$ cat config.mk
export PLATFORM = sky130hd
export DESIGN_NAME = nbit_comparator
export DESIGN_NICKNAME = d
export VERILOG_FILES = /design/src/rtl/cmp_pkg.sv /design/src/rtl/cmp_slice.sv /design/src/rtl/nbit_comparator.sv
export SDC_FILE = /design/constraint.sdc
export NUM_CORES = 1
export LEC_CHECK = 0
export BUFFER_PORTS_ARGS = -buffer_cell sky130_fd_sc_hd__buf_2
export CORE_AREA = 5 5 42 44
export CTS_CLUSTER_SIZE = 16
export DETAILED_ROUTE_END_ITERATION = 6
export DIE_AREA = 0 0 47 49
export PLACE_DENSITY = 0.57
export RECOVER_POWER = 25
export SLEW_MARGIN = 30
export SYNTH_ARGS = -nofsm -noshare
export SYNTH_HDL_FRONTEND = slang
export SYNTH_SLANG_ARGS = --single-unit
$ cat constraint.sdc
create_clock -name clk -period 0.8 [get_ports clk]
set_input_delay 0.12 -clock clk [delete_from_list [all_inputs] [get_ports clk]]
set_output_delay 0.12 -clock clk [all_outputs]
set_load 0.005 [all_outputs]
$ cat src/rtl/cmp_pkg.sv
// Shared types and defaults for the sliced unsigned magnitude comparator.
package cmp_pkg;

    localparam int unsigned CMP_W_DEFAULT     = 8;
    localparam int unsigned CMP_SLICE_DEFAULT = 4;

    typedef struct packed {
        logic lt;
        logic gt;
        logic eq;
    } cmp_flags_t;

    // Number of slices needed to cover n bits when each slice is w bits wide.
    function automatic int unsigned cmp_num_slices(input int unsigned n, input int unsigned w);
        return (n + w - 1) / w;
    endfunction

endpackage

$ cat src/rtl/cmp_slice.sv
// Combinational unsigned compare of one fixed-width slice of the operands.
module cmp_slice
    import cmp_pkg::*;
#(
    parameter int unsigned SLICE_W = CMP_SLICE_DEFAULT
) (
    input  logic [SLICE_W-1:0] a_s,
    input  logic [SLICE_W-1:0] b_s,
    output cmp_flags_t         flags
);

    always_comb begin
        flags    = '0;
        flags.lt = (a_s < b_s);
        flags.gt = (a_s > b_s);
        flags.eq = (a_s == b_s);
    end

endmodule

$ cat src/rtl/nbit_comparator.sv
// Registered N-bit unsigned magnitude comparator built from a cascade of compare slices.
module nbit_comparator
    import cmp_pkg::*;
#(
    parameter int unsigned N       = CMP_W_DEFAULT,
    parameter int unsigned SLICE_W = CMP_SLICE_DEFAULT
) (
    input  logic         clk,
    input  logic         rst_n,
    input  logic         in_valid,
    input  logic [N-1:0] a,
    input  logic [N-1:0] b,
    output logic         lesser,
    output logic         greater,
    output logic         equal,
    output logic         out_valid
);

    localparam int unsigned NUM_SLICES = cmp_num_slices(N, SLICE_W);
    localparam int unsigned PAD_W      = NUM_SLICES * SLICE_W;

    // Zero-extension keeps the top slice's padding bits equal on both sides.
    logic [PAD_W-1:0] a_pad;
    logic [PAD_W-1:0] b_pad;

    assign a_pad = PAD_W'(a);
    assign b_pad = PAD_W'(b);

    cmp_flags_t slice_flags [NUM_SLICES];

    for (genvar i = 0; i < NUM_SLICES; i++) begin : g_slice
        cmp_slice #(
            .SLICE_W (SLICE_W)
        ) u_slice (
            .a_s   (a_pad[i*SLICE_W +: SLICE_W]),
            .b_s   (b_pad[i*SLICE_W +: SLICE_W]),
            .flags (slice_flags[i])
        );
    end

    // Walk upward so the most-significant unequal slice overrides all below it.
    cmp_flags_t merged;

    always_comb begin
        merged = slice_flags[0];
        for (int unsigned i = 1; i < NUM_SLICES; i++) begin
            if (!slice_flags[i].eq) begin
                merged = slice_flags[i];
            end
        end
    end

    cmp_flags_t flags_q;
    logic       valid_q;

    always_ff @(posedge clk or negedge rst_n) begin
        if (!rst_n) begin
            flags_q <= '0;
            valid_q <= 1'b0;
        end else begin
            valid_q <= in_valid;
            if (in_valid) begin
                flags_q <= merged;
            end
        end
    end

    assign lesser    = flags_q.lt;
    assign greater   = flags_q.gt;
    assign equal     = flags_q.eq;
    assign out_valid = valid_q;

endmodule

==> flow_metrics.py <==
metrics = {
    "placement": {
        "post-place-cells": 77,
        "gp_congestion": 0.684,
        "portBuffers": 22,
        "dp_hpwl_microns": 810,
    },
    "finish": {
        "mostFrequentLayoutCells": "15 x buf_2, 8 x ha_4, 8 x buf_6",
        "final_common_cell": "buf_2",
        "antennaDiodeCount": 0,
        "drive_gt1_share_pct": 74.2,
        "n_fill_cell": 135,
        "nNetsFinal": 95,
        "final_cells": 82,
        "area_growth_pct": 108,
    },
    "grt": {
        "grt-ovfl-total": 0,
        "groute.usage.overall_pct": 9.45,
        "grt_max_degree": 6,
        "grt_use_met1_pct": 10.6,
        "grt_pass1_vias": 416,
        "antenna_found_initial": 0,
        "grt_pass1_wl_microns": 1600,
        "met3_usage_pct": 4.43,
        "top_usage_layer": "met2",
        "grt_use_met2_pct": 16.1,
    },
    "logic_synthesis": {
        "syn_area_sq_um": 360,
        "yosys_register_bits": 4,
        "yosysSeqAreaShare_pct": 27.8,
        "synthCells": 37,
        "syn_nets": 64,
        "synth_warnings": 0,
        "synth_top_area_cell": "dfrtp_1",
        "synth_area_leaders": "dfrtp_1 28%, ha_1 28%, inv_1 9.4%, a2111oi_2 4.2%, mux2_4 4.2%",
        "synth_cell_types": 17,
        "synth_top_area_share_pct": 27.8,
        "syn_area_per_cell_sq_um": 9.74,
    },
    "cts": {
        "cts_tree": "built",
        "clk_path_buf_depth": 2,
        "cts.sinks": 4,
        "clk_latency_ns": 0.23,
        "clkTransAtPathRegs_ns": 0.04,
        "htree_levels": 1,
        "root_buffer": "clkbuf_4",
        "numCtsBuffers": 3,
    },
    "critical_path": {
        "cp_cell_sequence": "buf_6 -> inv_4 -> ha_4 -> and4_1 -> a311o_1 -> mux2_4",
        "crit_buf_inv": 2,
        "crit_type": "input port to flop",
        "cp.required_ns": 0.91,
        "critPathTopFamily": "compound AO/OA/AOI/OAI gates",
        "cp_num_cells": 6,
        "cp-end-kind": "flop",
        "cp.arrival_ns": 1.24,
        "reg2regPathDepth": 1,
        "crit_fanout": 3,
        "critPathMaxStageDelay_ns": 0.33,
        "cp-start-kind": "input port",
        "crit_slowest_cell": "a311o_1",
    },
    "status": {
        "status": "finished with violations",
        "violations": "setup timing",
    },
    "die": {
        "core_sq_um": 1400,
        "fp.dieH_microns": 49,
        "start_util_pct": 25.7,
        "rows": 14,
        "die-area_sq_um": 2300,
        "die_x_microns": 47,
        "io-pin-count": 23,
    },
    "drt": {
        "post_drt_via_cell_ratio": 4.68,
        "drc": 0,
        "dr.pass1.iters": 4,
        "avgRoutedWirePerCell_microns": 12.1,
        "first_iter_violations": 3,
        "totalWireLength_microns": 993,
        "via_count": 384,
        "postRouteAntennaNets": 0,
    },
    "sta": {
        "fin_crit_sh_pct": 140,
        "max_slew_margin_pct": 84.7,
        "slew_viol_final": 0,
        "setup_tns_ns": -0.776,
        "fmax_ghz": 0.890,
        "timing_hold_violations_final": 0,
        "finalCriticalPeriod_ns": 1.12,
        "rsz0062_at_grt": "true",
        "finalClockSkew_ns": 0,
        "worst_pin_slew_ns": 0.229,
        "fin_hold_ws_ns": 0.0876,
        "setup_viol": 7,
        "fin_ws_ns": -0.324,
    },
    "hold_path": {
        "holdPathStages": 1,
        "hold_class": "input port to flop",
    },
    "pwr": {
        "p_leak_nw": 0.340,
        "ir_drop_mv": 0.879,
        "powerDensity_nw_per_um2": 1120,
    },
    "job": {
        "drv_cap": 0,
    },
}
## cell families (layout without fill, tap and decap cells)
group / after synthesis / count (layout) / share of synthesized area (%)
buf+inv: 9 / 38 / 9.37
mux: 2 / 2 / 7.29
fa+ha+maj: 8 / 8 / 27.8
simple gates: 7 / 7 / 12.2
flops: 4 / 4 / 27.8
compound gates: 7 / 7 / 15.6
## routing by layer
layer	routed length, microns	part of all wire [%]	vias to the layer above
met5	0	0	-
met1	372	37	172
met4	0	0	0
met3	86	8.7	0
met2	535	54	21
li1	-	-	191
## repair_timing
action / in CTS / in global routing
pin swaps: 3 / 7
hold buffers: 1 / 0
hold endpoints to repair: 4 / 0
setup endpoints to repair: 7 / 7
resized for setup: 7 / 6
buffers inserted: 0 / 1
## through the flow
step	power (mW)	setup slack (ns)	utilization (%)	area, sq um
after detailed placement	0.542	-0.606	45.4	637
after CTS	0.830	-0.356	50.7	711
after global routing	0.916	-0.343	53.5	749
after global placement	0.537	-0.602	45.4	637
after floorplan	0.407	-0.445	-	492
final	0.843	-0.324	53.5	749
## power breakdown
group	switching [mW]	internal (mW)	total, mW
sequential	0.0113	0.224	0.236
clock	0.0741	0.167	0.241
combinational	0.143	0.224	0.366
total	0.228	0.615	0.843
## Yosys cell counts
master     n
nor2_1     2
nand4_1    2
and4_1     1
a311o_1    1
a2111oi_2  1
a21oi_1    1
o22ai_1    1
o211ai_1   1
o21ai_0    1
mux2_2     1
dfrtp_1    4
nor2b_2    1
o21a_1     1
ha_1       8
inv_1      9
mux2_4     1
nand2b_1   1
## layout make-up
class	count	area (sq um)	share of cell area, %
multi-input cells	24	355	47.4
repair buffers	26	190	25.4
flip-flops and latches	4	100	13.4
inverters	9	61.3	8.18
clock buffers	3	22.5	3.01
well taps	16	20.0	2.67
## flip-flops by register name, summed over array words and instances (netlist names)
name	cells
equal	1
greater	1
lesser	1
out_valid	1
## final timing paths
kind	slack [ns]	from	end
worst max-delay path	-0.32	b[7]	lesser$_DFFE_PN0P_
worst min-delay path	0.09	in_valid	out_valid$_DFF_PN0_
worst max register to register	0.04	lesser$_DFFE_PN0P_	lesser$_DFFE_PN0P_
worst min register to register	0.51	equal$_DFFE_PN0P_	equal$_DFFE_PN0P_
max in group asynchronous	0.44	rst_n	out_valid$_DFF_PN0_
min in group asynchronous	0.24	rst_n	lesser$_DFFE_PN0P_
(Power assumes the default switching activity.)
